[src/rtl/cfu_queue_pkg.sv]
// cfu_queue_pkg: shared widths, command entry type and default queue depth
package cfu_queue_pkg;
  localparam int FUNC_ID_W = 10;
  localparam int DATA_W = 32;
  localparam int DEPTH_DEF = 4;
  typedef struct packed {
    logic [FUNC_ID_W-1:0] function_id;
    logic [DATA_W-1:0]    inputs_0;
    logic [DATA_W-1:0]    inputs_1;
  } cmd_t;
endpackage

[src/rtl/cfu_cmd_fifo.sv]
// cfu_cmd_fifo: in-order command storage with occupancy count
// Only pointers and count are reset; the storage array is left unreset.
module cfu_cmd_fifo
  import cfu_queue_pkg::*;
#(
  parameter int DEPTH = DEPTH_DEF,
  localparam int AW = $clog2(DEPTH)
) (
  input  logic        clk,
  input  logic        i_rst_n,
  input  logic        i_push,
  input  cmd_t        i_data,
  input  logic        i_pop,
  output cmd_t        o_head,
  output logic        o_full,
  output logic        o_empty,
  output logic [AW:0] o_count
);
  cmd_t          r_mem [DEPTH];
  logic [AW-1:0] r_wr;
  logic [AW-1:0] r_rd;
  logic [AW:0]   r_count;
  logic          w_push;
  logic          w_pop;
  assign o_full  = r_count == (AW+1)'(DEPTH);
  assign o_empty = r_count == '0;
  assign w_push  = i_push && !o_full;
  assign w_pop   = i_pop && !o_empty;
  assign o_head  = r_mem[r_rd];
  assign o_count = r_count;
  always_ff @(posedge clk)
    if (w_push) r_mem[r_wr] <= i_data;
  // Power-of-two depth lets the pointers wrap by natural overflow
  always_ff @(posedge clk or negedge i_rst_n) begin
    if (!i_rst_n) begin
      r_wr    <= '0;
      r_rd    <= '0;
      r_count <= '0;
    end else begin
      r_wr    <= r_wr + AW'(w_push);
      r_rd    <= r_rd + AW'(w_pop);
      r_count <= r_count + (AW+1)'(w_push) - (AW+1)'(w_pop);
    end
  end
endmodule

[src/rtl/cfu_cmd_queue.sv]
// cfu_cmd_queue: buffers CPU commands in front of a Cfu and holds one result for the CPU
module cfu_cmd_queue
  import cfu_queue_pkg::*;
#(
  parameter int DEPTH = DEPTH_DEF
) (
  input  logic                     clk,
  input  logic                     reset,
  input  logic                     cmd_valid,
  output logic                     cmd_ready,
  input  logic [FUNC_ID_W-1:0]     cmd_payload_function_id,
  input  logic [DATA_W-1:0]        cmd_payload_inputs_0,
  input  logic [DATA_W-1:0]        cmd_payload_inputs_1,
  output logic                     rsp_valid,
  input  logic                     rsp_ready,
  output logic [DATA_W-1:0]        rsp_payload_outputs_0,
  output logic                     cfu_cmd_valid,
  input  logic                     cfu_cmd_ready,
  output logic [FUNC_ID_W-1:0]     cfu_cmd_payload_function_id,
  output logic [DATA_W-1:0]        cfu_cmd_payload_inputs_0,
  output logic [DATA_W-1:0]        cfu_cmd_payload_inputs_1,
  input  logic                     cfu_rsp_valid,
  output logic                     cfu_rsp_ready,
  input  logic [DATA_W-1:0]        cfu_rsp_payload_outputs_0,
  output logic [$clog2(DEPTH):0]   count
);
  cmd_t              w_cmd;
  cmd_t              w_head;
  logic              w_full;
  logic              w_empty;
  logic              w_cap;
  logic              r_full;
  logic [DATA_W-1:0] r_rsp;
  assign w_cmd = '{cmd_payload_function_id, cmd_payload_inputs_0, cmd_payload_inputs_1};
  cfu_cmd_fifo #(.DEPTH(DEPTH)) u_fifo (
    .clk     (clk),
    .i_rst_n (reset),
    .i_push  (cmd_valid),
    .i_data  (w_cmd),
    .i_pop   (cfu_cmd_ready),
    .o_head  (w_head),
    .o_full  (w_full),
    .o_empty (w_empty),
    .o_count (count)
  );
  assign cmd_ready                   = !w_full;
  assign cfu_cmd_valid               = !w_empty;
  assign cfu_cmd_payload_function_id = w_head.function_id;
  assign cfu_cmd_payload_inputs_0    = w_head.inputs_0;
  assign cfu_cmd_payload_inputs_1    = w_head.inputs_1;
  // A draining holding register can take a new result in the same cycle
  assign cfu_rsp_ready         = !r_full || rsp_ready;
  assign w_cap                 = cfu_rsp_valid && cfu_rsp_ready;
  assign rsp_valid             = r_full;
  assign rsp_payload_outputs_0 = r_rsp;
  always_ff @(posedge clk or negedge reset) begin
    if (!reset) begin
      r_full <= 1'b0;
      r_rsp  <= '0;
    end else begin
      r_full <= w_cap ? 1'b1 : (rsp_ready ? 1'b0 : r_full);
      r_rsp  <= w_cap ? cfu_rsp_payload_outputs_0 : r_rsp;
    end
  end
endmodule

[config.mk]
export PLATFORM = sky130hd
export DESIGN_NAME = cfu_cmd_queue
export DESIGN_NICKNAME = d
export VERILOG_FILES = /design/src/rtl/cfu_queue_pkg.sv /design/src/rtl/cfu_cmd_fifo.sv /design/src/rtl/cfu_cmd_queue.sv
export SDC_FILE = /design/constraint.sdc
export NUM_CORES = 1
export LEC_CHECK = 0
export CORE_ASPECT_RATIO = 0.75
export CORE_MARGIN = 10
export CORE_UTILIZATION = 56
export DETAILED_ROUTE_END_ITERATION = 6
export MAX_ROUTING_LAYER = met4
export PLACE_DENSITY_LB_ADDON = 0.08
export SLEW_MARGIN = 20
export SYNTH_ARGS = -nofsm -noshare
export SYNTH_HDL_FRONTEND = slang
export SYNTH_SLANG_ARGS = --single-unit
[constraint.sdc]
create_clock -name clk -period 12.7 [get_ports clk]
set_input_delay 1.27 -clock clk [delete_from_list [all_inputs] [get_ports clk]]
set_output_delay 1.27 -clock clk [all_outputs]
set_load 0.01 [all_outputs]
==> results.toml <==
[run_status]
status = "complete, no violations"

[timing]
worstMarginPinSlew_ns = 0.9222
min_period_over_period_pct = 36.98
max_freq_mhz = 212.9
max-slew-margin-rel_pct = 38.52
fin_worst_hold_slack_ns = 0.5042
rsz_0062_raised_after_global_routing = "no"
min_period_ns = 4.696
timing.final.max_slew_violations = 0
setup_total_negative_slack_ns = 0
finalSetupViolations = 0
fin_skew_ns = 0.01449
report.final.hold_viol_count = 0

[cells_and_area]
filler_cell_count = 1197
diodes = 0
finish.net_count = 851
proportion_of_layout_cells_with_a_drive_suffix_above_1_pct = 22.92
areaGrowthSynthToFinish_pct = 30.07
final_cell_area_um2 = 15940
fin_util_pct = 74.66

[logic_synthesis]
ys_async_sr_fraction_pct = 11.90
netlist_area_um2 = 12260
post_synth_main_area_contributors = "sky130_fd_sc_hd__edfxtp_1, sky130_fd_sc_hd__mux4_2, sky130_fd_sc_hd__dfrtp_1"
synth_edf_count = 296
synthesis.yosys.warnings = 0
synthesis.area_per_instance_um2 = 25.17
synth_seq_area_share_pct = 80.69
ys.flop_type = "sky130_fd_sc_hd__edfxtp_1"
synthesized_instance_count = 487
synthDominantCellAreaShare_pct = 72.52
ys_ff_latch = 336
syn_nets = 604
synthDistinctLibCells = 21
yosys.area.top_type = "sky130_fd_sc_hd__edfxtp_1"

[clock_network]
tritoncts = "yes"
clkLatencyLatePin_ns = 0.55
cts_htree_levels = 1
cts.clk_slew.worst_paths_ns = 0.06
cts_buffers = 31
cts_sinks = 336
cts_buffer_depth = 3
clk_root_buffer_cell = "sky130_fd_sc_hd__clkbuf_16"
cts_post_setup_buffers_inserted = 0
postCtsResizedCells = 0
cts.hold.buffers_added = 0

[detailed_routing]
vias = 5737
postRouteWirelength_mm = 24.88
remaining_drc_errors = 0
dr.first_iter.drc_count = 353
antenna_violating_nets_post_route = 0
detailedRoute.firstPassIterationCount = 6
route.detailed.vias_per_inst = 5.479
wl_per_cell_um = 23.76

[worst_setup_path]
worstPathRequired_ns = 11.43
timing.critical_path.from_type = "flip-flop"
timing.setup.critical_path_class = "reg2out"
cp.arrival_ns = 3.43
critical_path.endpoint_type = "output port"
crit_path_max_fanout = 40

[power]
cellLeakagePower_nw = 5.366
totalPowerFinal_mw = 3.625
power_per_cell_area_nw_per_um2 = 227.4
ir_drop_v = 0.0001649

[grt]
antenna_found_initial = 0
grt_first_pass_wirelength_mm = 37.94
grt_usage_pct = 17.99
grt_start_max_net_pins = 76
grt_pass1_vias = 6311
overflow = 0

[min_path]
min_delay_path_class = "reg2reg"

[floorplanning]
rows = 46
start_util_pct = 57.40
floorplan.core_area_um2 = 21350
top_level_ports = 225
die_y_um = 148.1
floorplan.die_area_um2 = 28270
die_w_um = 190.8

[job]
maxCapViolations = 0

[place]
place.gp.congestion = 0.7528
placement.cell_area_um2 = 14790
hpwlAfterDp_mm = 15.69
port_buffers = 224
[per-layer routing]
layer	GRT usage (%)	wire [um]	vias to the layer above
met4	4.242	554	0
met1	22.75	10120	2999
li1	-	-	2542
met2	28.95	12630	153
met5	-	0	-
met3	4.626	1572	43
[flip-flops by register name (all words and copies together) (netlist names)]
register / count
rsp_payload_outputs_0: 32
rsp_valid: 1
u_fifo.o_count: 3
u_fifo.r_mem: 296
u_fifo.r_rd: 2
u_fifo.r_wr: 2
[final timing paths]
kind / startpoint / end / slack (ns) / cells after the start
max reg2reg: u_fifo.o_count[2] / u_fifo.r_mem[3][5] / 10.00 / 5
min in group asynchronous: reset / rsp_payload_outputs_0[2] / 0.85 / 1
max in group asynchronous: reset / u_fifo.r_rd[1] / 11.17 / 1
max: u_fifo.r_rd[0] / cfu_cmd_payload_inputs_1[10] / 8.00 / 3
min reg2reg: rsp_payload_outputs_0[26] / rsp_payload_outputs_0[26] / 0.50 / 1
min: rsp_payload_outputs_0[26] / rsp_payload_outputs_0[26] / 0.50 / 1
[cell families after synthesis]
family | share of synthesized area [%]
muxes | 16.54
adders and majority gates | 0.5717
buffers and inverters | 1.358
and+or+nand+nor | 0.5614
DFF | 80.69
xor gates and xnor gates | 0.2859
[worst max-delay path, stage by stage, from the launching register on]
cell and delay (ns):
sky130_fd_sc_hd__dfrtp_4 0.88, sky130_fd_sc_hd__buf_4 0.76, sky130_fd_sc_hd__mux4_2 0.64, sky130_fd_sc_hd__clkdlybuf4s50_1 0.52
[through the flow]
step | instances | setup slack, ns
6_report | 1047 | 8.004
5_1_grt | 1047 | 7.713
4_1_cts | 1045 | 7.867
3_5_place_dp | 987 | 8.465
3_3_place_gp | 987 | 8.477
2_1_floorplan | 487 | 5.290
[layout by cell type, fill, tap and decap left out]
master,count
sky130_fd_sc_hd__nor2_4,1
sky130_fd_sc_hd__or3_1,1
sky130_fd_sc_hd__nand2_2,1
sky130_fd_sc_hd__inv_1,5
sky130_fd_sc_hd__bufinv_16,4
sky130_fd_sc_hd__or3b_2,1
sky130_fd_sc_hd__ha_1,4
sky130_fd_sc_hd__buf_2,1
sky130_fd_sc_hd__buf_6,1
sky130_fd_sc_hd__buf_8,1
sky130_fd_sc_hd__mux2_2,32
sky130_fd_sc_hd__nor3b_2,2
sky130_fd_sc_hd__clkinv_1,1
sky130_fd_sc_hd__dfrtp_4,2
sky130_fd_sc_hd__nand2b_1,2
sky130_fd_sc_hd__dfrtp_1,38
sky130_fd_sc_hd__xnor2_1,1
sky130_fd_sc_hd__edfxtp_1,296
sky130_fd_sc_hd__clkbuf_1,7
sky130_fd_sc_hd__buf_4,6
sky130_fd_sc_hd__clkdlybuf4s50_1,223
sky130_fd_sc_hd__clkbuf_8,2
sky130_fd_sc_hd__nor3_2,1
sky130_fd_sc_hd__xor2_1,3
sky130_fd_sc_hd__clkbuf_16,35
sky130_fd_sc_hd__nand2_1,2
sky130_fd_sc_hd__clkinvlp_4,1
sky130_fd_sc_hd__mux4_2,74
sky130_fd_sc_hd__and2_1,1
sky130_fd_sc_hd__inv_6,1
sky130_fd_sc_hd__clkinv_2,7
sky130_fd_sc_hd__fa_1,1
sky130_fd_sc_hd__buf_16,1
[power breakdown]
part           leakage (nW)  switching, mW  internal (mW)  total, mW
combinational          1.65          0.482          0.620       1.10
clock                 0.544          0.376          0.591      0.966
sequential             3.18          0.112           1.44       1.56
[final cells by class]
| type | count | area, um2 | share of cell area (%) |
|---|---|---|---|
| Inverter | 5 | 18.77 | 0.1177 |
| Tap cell | 288 | 360.3 | 2.260 |
| Clock buffer | 44 | 929.6 | 5.831 |
| Sequential cell | 336 | 9897 | 62.08 |
| Clock inverter | 14 | 175.2 | 1.099 |
| Multi-Input combinational cell | 127 | 2226 | 13.96 |
| Timing Repair Buffer | 233 | 2336 | 14.65 |
[cell usage after synthesis (3+ instances only)]
cell type / n
sky130_fd_sc_hd__buf_2: 7
sky130_fd_sc_hd__buf_4: 4
sky130_fd_sc_hd__buf_6: 7
sky130_fd_sc_hd__dfrtp_1: 40
sky130_fd_sc_hd__edfxtp_1: 296
sky130_fd_sc_hd__ha_1: 4
sky130_fd_sc_hd__inv_1: 5
sky130_fd_sc_hd__mux2_2: 32
sky130_fd_sc_hd__mux4_2: 74
sky130_fd_sc_hd__nand2_1: 3
sky130_fd_sc_hd__xor2_1: 3
Note: power is estimated with default switching activity, not from simulation.
